[config.mk]
export PLATFORM = sky130hd
export DESIGN_NAME = axi_wr_fifo_pkt
export DESIGN_NICKNAME = d
export VERILOG_FILES = /design/src/rtl/axi_pkg.sv /design/src/rtl/fifo_sync_fwft.sv /design/src/rtl/axi_wr_fifo_pkt.sv
export SDC_FILE = /design/constraint.sdc
export NUM_CORES = 1
export LEC_CHECK = 0
export CAP_MARGIN = 20
export CORE_ASPECT_RATIO = 1.5
export CORE_MARGIN = 3
export CORE_UTILIZATION = 54
export CTS_CLUSTER_DIAMETER = 200
export DETAILED_ROUTE_END_ITERATION = 10
export DONT_BUFFER_PORTS = 1
export PLACE_DENSITY_LB_ADDON = 0.15
export SLEW_MARGIN = 20
export SYNTH_ARGS = -nofsm -noshare
export SYNTH_HDL_FRONTEND = slang
export SYNTH_SLANG_ARGS = --single-unit
[constraint.sdc]
create_clock -name clk -period 4.7 [get_ports clk]
set_clock_uncertainty 0.2 [all_clocks]
set_input_delay 0.94 -clock clk [delete_from_list [all_inputs] [get_ports clk]]
set_output_delay 0.94 -clock clk [all_outputs]
set_load 0.02 [all_outputs]
[src/rtl/axi_pkg.sv]
// Shared AXI4 definitions: burst/response encodings, channel field widths
// and a constant-foldable clog2 used to size pointers and counters.
package axi_pkg;

    localparam int AXI_LEN_W   = 8;
    localparam int AXI_SIZE_W  = 3;
    localparam int AXI_BURST_W = 2;
    localparam int AXI_CACHE_W = 4;
    localparam int AXI_RESP_W  = 2;

    typedef enum logic [AXI_BURST_W-1:0] {
        BURST_FIXED = 2'b00,
        BURST_INCR  = 2'b01,
        BURST_WRAP  = 2'b10
    } axi_burst_e;

    typedef enum logic [AXI_RESP_W-1:0] {
        RESP_OKAY   = 2'b00,
        RESP_EXOKAY = 2'b01,
        RESP_SLVERR = 2'b10,
        RESP_DECERR = 2'b11
    } axi_resp_e;

    function automatic int clog2(input int value);
        int res;
        int v;
        res = 0;
        v   = value - 1;
        while (v > 0) begin
            res = res + 1;
            v   = v >> 1;
        end
        return res;
    endfunction

endpackage

[src/rtl/fifo_sync_fwft.sv]
// Single-clock first-word-fall-through FIFO; full/empty derive from a
// registered occupancy counter, so a same-cycle pop never frees a push slot.
module fifo_sync_fwft
    import axi_pkg::*;
#(
    parameter int WIDTH = 8,
    parameter int DEPTH = 4
) (
    input  logic                        clk_i,
    input  logic                        rst_i,
    input  logic                        push_i,
    input  logic [WIDTH-1:0]            din_i,
    input  logic                        pop_i,
    output logic [WIDTH-1:0]            dout_o,
    output logic                        full_o,
    output logic                        empty_o,
    output logic [axi_pkg::clog2(DEPTH):0] count_o
);

    localparam int PTR_W = clog2(DEPTH);
    localparam logic [PTR_W-1:0] PTR_ONE = 1;
    localparam logic [PTR_W:0]   CNT_ONE = 1;
    localparam logic [PTR_W:0]   CNT_FULL = DEPTH[PTR_W:0];

    logic [WIDTH-1:0] mem_q [DEPTH];
    logic [PTR_W-1:0] wr_ptr_q, wr_ptr_d;
    logic [PTR_W-1:0] rd_ptr_q, rd_ptr_d;
    logic [PTR_W:0]   count_q, count_d;
    logic             push_ok;
    logic             pop_ok;

    assign full_o  = (count_q == CNT_FULL);
    assign empty_o = (count_q == '0);
    assign count_o = count_q;
    assign dout_o  = mem_q[rd_ptr_q];

    assign push_ok = push_i && !full_o;
    assign pop_ok  = pop_i && !empty_o;

    // Depth is a power of two, so pointers wrap by natural overflow.
    always_comb begin
        wr_ptr_d = wr_ptr_q;
        rd_ptr_d = rd_ptr_q;
        count_d  = count_q;
        if (push_ok) begin
            wr_ptr_d = wr_ptr_q + PTR_ONE;
        end
        if (pop_ok) begin
            rd_ptr_d = rd_ptr_q + PTR_ONE;
        end
        case ({push_ok, pop_ok})
            2'b10:   count_d = count_q + CNT_ONE;
            2'b01:   count_d = count_q - CNT_ONE;
            default: count_d = count_q;
        endcase
    end

    always_ff @(posedge clk_i or posedge rst_i) begin
        if (rst_i) begin
            wr_ptr_q <= '0;
            rd_ptr_q <= '0;
            count_q  <= '0;
        end else begin
            wr_ptr_q <= wr_ptr_d;
            rd_ptr_q <= rd_ptr_d;
            count_q  <= count_d;
        end
    end

    // Storage carries no reset; entries are only observable while counted.
    always_ff @(posedge clk_i) begin
        if (push_ok) begin
            mem_q[wr_ptr_q] <= din_i;
        end
    end

endmodule

[src/rtl/axi_wr_fifo_pkt.sv]
// AXI4 write-path buffer: AW and W FIFOs with optional packet mode that
// releases an address only once its whole burst is held in the W FIFO.
module axi_wr_fifo_pkt
    import axi_pkg::*;
#(
    parameter int DATA_WIDTH = 32,
    parameter int ADDR_WIDTH = 32,
    parameter int ID_WIDTH   = 8,
    parameter int STRB_WIDTH = DATA_WIDTH / 8,
    parameter int FIFO_DEPTH = 32,
    parameter int AW_DEPTH   = 4,
    parameter int FIFO_DELAY = 0
) (
    input  logic                   clk,
    input  logic                   rst,

    input  logic [ID_WIDTH-1:0]    s_axi_awid,
    input  logic [ADDR_WIDTH-1:0]  s_axi_awaddr,
    input  logic [AXI_LEN_W-1:0]   s_axi_awlen,
    input  logic [AXI_SIZE_W-1:0]  s_axi_awsize,
    input  logic [AXI_BURST_W-1:0] s_axi_awburst,
    input  logic [AXI_CACHE_W-1:0] s_axi_awcache,
    input  logic                   s_axi_awvalid,
    output logic                   s_axi_awready,

    input  logic [DATA_WIDTH-1:0]  s_axi_wdata,
    input  logic [STRB_WIDTH-1:0]  s_axi_wstrb,
    input  logic                   s_axi_wlast,
    input  logic                   s_axi_wvalid,
    output logic                   s_axi_wready,

    output logic [ID_WIDTH-1:0]    s_axi_bid,
    output logic [AXI_RESP_W-1:0]  s_axi_bresp,
    output logic                   s_axi_bvalid,
    input  logic                   s_axi_bready,

    output logic [ID_WIDTH-1:0]    m_axi_awid,
    output logic [ADDR_WIDTH-1:0]  m_axi_awaddr,
    output logic [AXI_LEN_W-1:0]   m_axi_awlen,
    output logic [AXI_SIZE_W-1:0]  m_axi_awsize,
    output logic [AXI_BURST_W-1:0] m_axi_awburst,
    output logic [AXI_CACHE_W-1:0] m_axi_awcache,
    output logic                   m_axi_awvalid,
    input  logic                   m_axi_awready,

    output logic [DATA_WIDTH-1:0]  m_axi_wdata,
    output logic [STRB_WIDTH-1:0]  m_axi_wstrb,
    output logic                   m_axi_wlast,
    output logic                   m_axi_wvalid,
    input  logic                   m_axi_wready,

    input  logic [ID_WIDTH-1:0]    m_axi_bid,
    input  logic [AXI_RESP_W-1:0]  m_axi_bresp,
    input  logic                   m_axi_bvalid,
    output logic                   m_axi_bready
);

    localparam int AW_W     = ID_WIDTH + ADDR_WIDTH + AXI_LEN_W + AXI_SIZE_W
                              + AXI_BURST_W + AXI_CACHE_W;
    localparam int W_W      = DATA_WIDTH + STRB_WIDTH + 1;
    localparam int CMPL_W   = clog2(FIFO_DEPTH) + 1;
    localparam int AW_CNT_W = clog2(AW_DEPTH) + 1;
    localparam int W_CNT_W  = clog2(FIFO_DEPTH) + 1;
    localparam logic [CMPL_W-1:0] CMPL_ONE = 1;

    logic [AW_W-1:0]     aw_din, aw_dout;
    logic [W_W-1:0]      w_din, w_dout;
    logic                aw_full, aw_empty, w_full, w_empty;
    logic [AW_CNT_W-1:0] aw_count;
    logic [W_CNT_W-1:0]  w_count;
    logic                aw_push, aw_pop, w_push, w_pop;
    logic                cmpl_inc, cmpl_dec;
    logic [CMPL_W-1:0]   cmpl_cnt_q, cmpl_cnt_d;
    logic                unused_cnt;

    assign aw_din = {s_axi_awid, s_axi_awaddr, s_axi_awlen, s_axi_awsize,
                     s_axi_awburst, s_axi_awcache};
    assign {m_axi_awid, m_axi_awaddr, m_axi_awlen, m_axi_awsize,
            m_axi_awburst, m_axi_awcache} = aw_dout;
    assign w_din = {s_axi_wdata, s_axi_wstrb, s_axi_wlast};
    assign {m_axi_wdata, m_axi_wstrb, m_axi_wlast} = w_dout;

    assign s_axi_awready = !aw_full;
    assign s_axi_wready  = !w_full;
    assign m_axi_wvalid  = !w_empty;
    assign m_axi_awvalid = !aw_empty && ((FIFO_DELAY == 0) || (cmpl_cnt_q != '0));

    assign aw_push = s_axi_awvalid && s_axi_awready;
    assign aw_pop  = m_axi_awvalid && m_axi_awready;
    assign w_push  = s_axi_wvalid && s_axi_wready;
    assign w_pop   = m_axi_wvalid && m_axi_wready;

    assign s_axi_bid    = m_axi_bid;
    assign s_axi_bresp  = m_axi_bresp;
    assign s_axi_bvalid = m_axi_bvalid;
    assign m_axi_bready = s_axi_bready;

    assign unused_cnt = ^{aw_count, w_count};

    fifo_sync_fwft #(
        .WIDTH (AW_W),
        .DEPTH (AW_DEPTH)
    ) u_aw_fifo (
        .clk_i   (clk),
        .rst_i   (rst),
        .push_i  (aw_push),
        .din_i   (aw_din),
        .pop_i   (aw_pop),
        .dout_o  (aw_dout),
        .full_o  (aw_full),
        .empty_o (aw_empty),
        .count_o (aw_count)
    );

    fifo_sync_fwft #(
        .WIDTH (W_W),
        .DEPTH (FIFO_DEPTH)
    ) u_w_fifo (
        .clk_i   (clk),
        .rst_i   (rst),
        .push_i  (w_push),
        .din_i   (w_din),
        .pop_i   (w_pop),
        .dout_o  (w_dout),
        .full_o  (w_full),
        .empty_o (w_empty),
        .count_o (w_count)
    );

    // Completed bursts waiting for their address; held at zero in cut-through.
    assign cmpl_inc = (FIFO_DELAY != 0) && w_push && s_axi_wlast;
    assign cmpl_dec = aw_pop && (cmpl_cnt_q != '0);

    always_comb begin
        cmpl_cnt_d = cmpl_cnt_q;
        case ({cmpl_inc, cmpl_dec})
            2'b10:   cmpl_cnt_d = cmpl_cnt_q + CMPL_ONE;
            2'b01:   cmpl_cnt_d = cmpl_cnt_q - CMPL_ONE;
            default: cmpl_cnt_d = cmpl_cnt_q;
        endcase
    end

    always_ff @(posedge clk or posedge rst) begin
        if (rst) begin
            cmpl_cnt_q <= '0;
        end else begin
            cmpl_cnt_q <= cmpl_cnt_d;
        end
    end

endmodule

==> results.yml <==
power_and_ir_drop:
  p_total_mw: 36.4
  p_seq_frac: 0.438
  leakage_nw: 19.4
  clockPowerShare: 0.269
  power.switching_mw: 11.5
  swShare: 0.316
  p_comb_frac: 0.293
  power_density_nw_per_um2: 598
  intPower_mw: 24.9
  max-vdd-ir-drop_uv: 457
yosys:
  synth_ff_type: "edfxtp_1"
  yosysTopAreaCell: "edfxtp_1"
  synth_edf_count: 1412
  synthTopCellsByArea: "edfxtp_1 (78%), mux4_2 (12%), mux2i_1 (2.7%)"
  synthArstFlopShare: 0.0160
  yosysMostFrequentCell: "edfxtp_1"
  synth_top_cell_area_share: 0.779
  postSynthCellCount: 2428
  ys_warn_count: 0
  ys_seq_area_frac: 0.790
  yosys_register_bits: 1435
  yosysUniqueCellTypes: 50
  yosys-top-cells-count: "edfxtp_1 (1412), mux4_2 (279), mux2i_1 (148), a22oi_1 (93), clkbuf_1 (68)"
  syn_area_per_cell_um2: 22.4
  netlist_area_um2: 54400
  synth.net_count: 2554
critical_path:
  r2r_slack_ns: 1.18
  critPathRequiredTime_ns: 3.56
  crit_chain: "buf_4 -> mux4_2 -> a211oi_1 -> a22oi_1 -> buf_4"
  critPathMaxFanout: 40
  cpMostUsedCell: "buf_4"
  r2r-end: "u_w_fifo.count_o[4]$_DFFE_PP0P_"
  reg2regPathDepth: 9
  cp_top_family: "buffers and inverters"
  crit_buf_inv: 2
  start_kind: "register"
  timing.rr.start: "u_w_fifo.count_o[1]$_DFFE_PP0P_"
  worstSetupPathType: "register to output pin"
  cp_slowest_stage_delay_ns: 0.64
  endpoint_kind: "output pin"
  crit_arrival_ns: 3.44
  crit_slowest_cell: "buf_4"
timing:
  finalCritPeriodShare: 0.975
  hold_viol: 0
  grt_setup_unrepaired: "yes"
  timing.final.crit_period_ns: 4.58
  tightest_slew_ns: 1.05
  finalSetupTns_ns: 0
  final_max_slew_viol_count: 0
  fin_ws_ns: 0.118
  slew_headroom: 0.300
  setup_viol: 0
  fmax_mhz: 218
floorplanning:
  die_area_um2: 105000
  coreArea_um2: 99900
  std_cell_rows: 142
  ioPinCount: 222
  die_h_um: 395
  initial_core_util: 0.545
  chipWidth_um: 265
global_route:
  grt-ovfl-total: 0
  grt_max_degree: 93
  antenna_found_initial: 0
  grt_pass1_vias: 26700
  grt.total_usage: 0.249
  grt_pass1_wl_um: 185000
run:
  cap_violations: 0
worst_hold_path:
  min_to: "u_w_fifo.mem_q[4][23]$_DFFE_PP_"
  hold_path_class: "input port to register"
  whs_path_depth: 0
  min_from: "s_axi_wdata[18]"
cts:
  clock_path_buffers: 3
  numCtsBuffers: 130
  htreeDepth: 4
  cts_tree: "built"
  cts.sinks: 1435
  ctsRootBufferMaster: "clkbuf_16"
  clk_pin_slew_ns: 0.07
  clock_latency_ns: 0.74
layout:
  n_antenna_cell: 0
  final_nets: 2691
  area_growth_pct: 12.1
  fill_cells: 6912
  drive_gt1_frac: 0.250
placed_design:
  place_ws_ns: 0.650
  place_congestion: 0.770
  io_buffers: 0
  dpl.hpwl_um: 74400
route:
  wl_per_cell_um: 32.5
  wl_um: 129000
  drt_first_pass_iters: 5
  num_vias: 25500
  drc_errors: 0
  drtIter0Drc: 2681
  ant_nets: 0
  drt-vias-per-instance: 6.45
run_status:
  outcome: "finished clean"
[layer usage]
layer	up-vias	global-route usage	wire length, um
li1	10600	-	-
met1	13600	0.301	46200
met2	1100	0.438	68100
met3	239	0.0647	10100
met4	0	0.0791	4030
met5	-	0	0
[power groups by stage]
stage	Combinational [mW]	Clock, mW	Sequential, mW
2_1_floorplan	7.65	0	15.8
3_3_place_gp	10.6	0	16.2
3_5_place_dp	10.7	0	16.3
4_1_cts	10.8	10.0	16.0
5_1_grt	11.3	10.5	16.0
6_report	10.7	9.82	15.9
[how the worst max path moves through the flow]
stage / end / cells past startpoint / start / slack, ns
after CTS: m_axi_wdata[3] / 5 / u_w_fifo.rd_ptr_q[2]$_DFFE_PP0P_ / 0.04
after floorplan: u_w_fifo.mem_q[31][0]$_DFFE_PP_ / 4 / s_axi_wvalid / 0.89
after detailed placement: m_axi_wdata[15] / 5 / u_w_fifo.rd_ptr_q[0]$_DFFE_PP0P_ / 0.65
after global placement: m_axi_wdata[15] / 5 / u_w_fifo.rd_ptr_q[0]$_DFFE_PP0P_ / 0.63
after global routing: m_axi_wdata[3] / 5 / u_w_fifo.rd_ptr_q[2]$_DFFE_PP0P_ / 0.002
final: m_axi_wdata[28] / 5 / u_w_fifo.rd_ptr_q[1]$_DFFE_PP0P_ / 0.12
[logic make-up (layout without fill, tap and decap cells)]
family,after synthesis,in the layout,share of synthesized area
DFF,1435,1435,0.790
muxes,432,432,0.144
AOI/OAI and AO/OA,270,270,0.0359
buffers and inverters,164,400,0.0151
and+or+nand+nor,93,93,0.00867
xor gates and xnor gates,20,20,0.00322
adders and majority gates,14,14,0.00336
[through the flow]
stage / hold slack (ns) / area (um^2) / cells / util
floorplan: 0.256 / 54400 / 2428 / -
global route: 0.0223 / 61000 / 3960 / 0.611
detailed placement: 0.283 / 57000 / 3725 / 0.570
global placement: 0.270 / 57000 / 3725 / 0.570
finish: 0.0765 / 61000 / 3960 / 0.611
CTS: 0.0102 / 60900 / 3960 / 0.610
[state kept, by name, summed over array words and instances, names as in the netlist]
register,count
u_aw_fifo.mem_q,228
u_aw_fifo.rd_ptr_q,2
u_aw_fifo.wr_ptr_q,2
u_w_fifo.rd_ptr_q,5
u_w_fifo.mem_q,1184
u_w_fifo.count_o,6
u_aw_fifo.count_o,3
u_w_fifo.wr_ptr_q,5
[layout by cell type (no fill, tap or decap), types with 27 or more instances in the layout]
cell	Yosys	final
clkinv_1	0	28
a21oi_1	48	48
o22ai_1	36	36
o221ai_1	36	36
clkbuf_16	0	134
mux4_2	279	279
clkbuf_1	68	30
nor2_4	0	33
buf_4	25	127
mux2i_1	148	148
a211oi_1	27	27
a22oi_1	93	92
edfxtp_1	1412	1412
[cell type report]
type,count,area (um^2),area share
clock inverters,67,438,0.00718
clock buffers,164,3470,0.0569
flip-flops and latches,1435,43000,0.705
repair buffers,155,1480,0.0242
well taps,1296,1620,0.0266
inverters,14,52.6,0.000862
multi-input cells,829,10900,0.179
[what timing repair did]
| action | CTS | global route |
|---|---|---|
| hold buffers | 1 | 0 |
| resized for setup | 3 | 5 |
| setup buffers | 3 | 0 |
| endpoints found under the setup margin | 19 | 3 |
| hold endpoints to repair | 7 | 0 |
No activity file was read; power rests on OpenSTA's default activity.
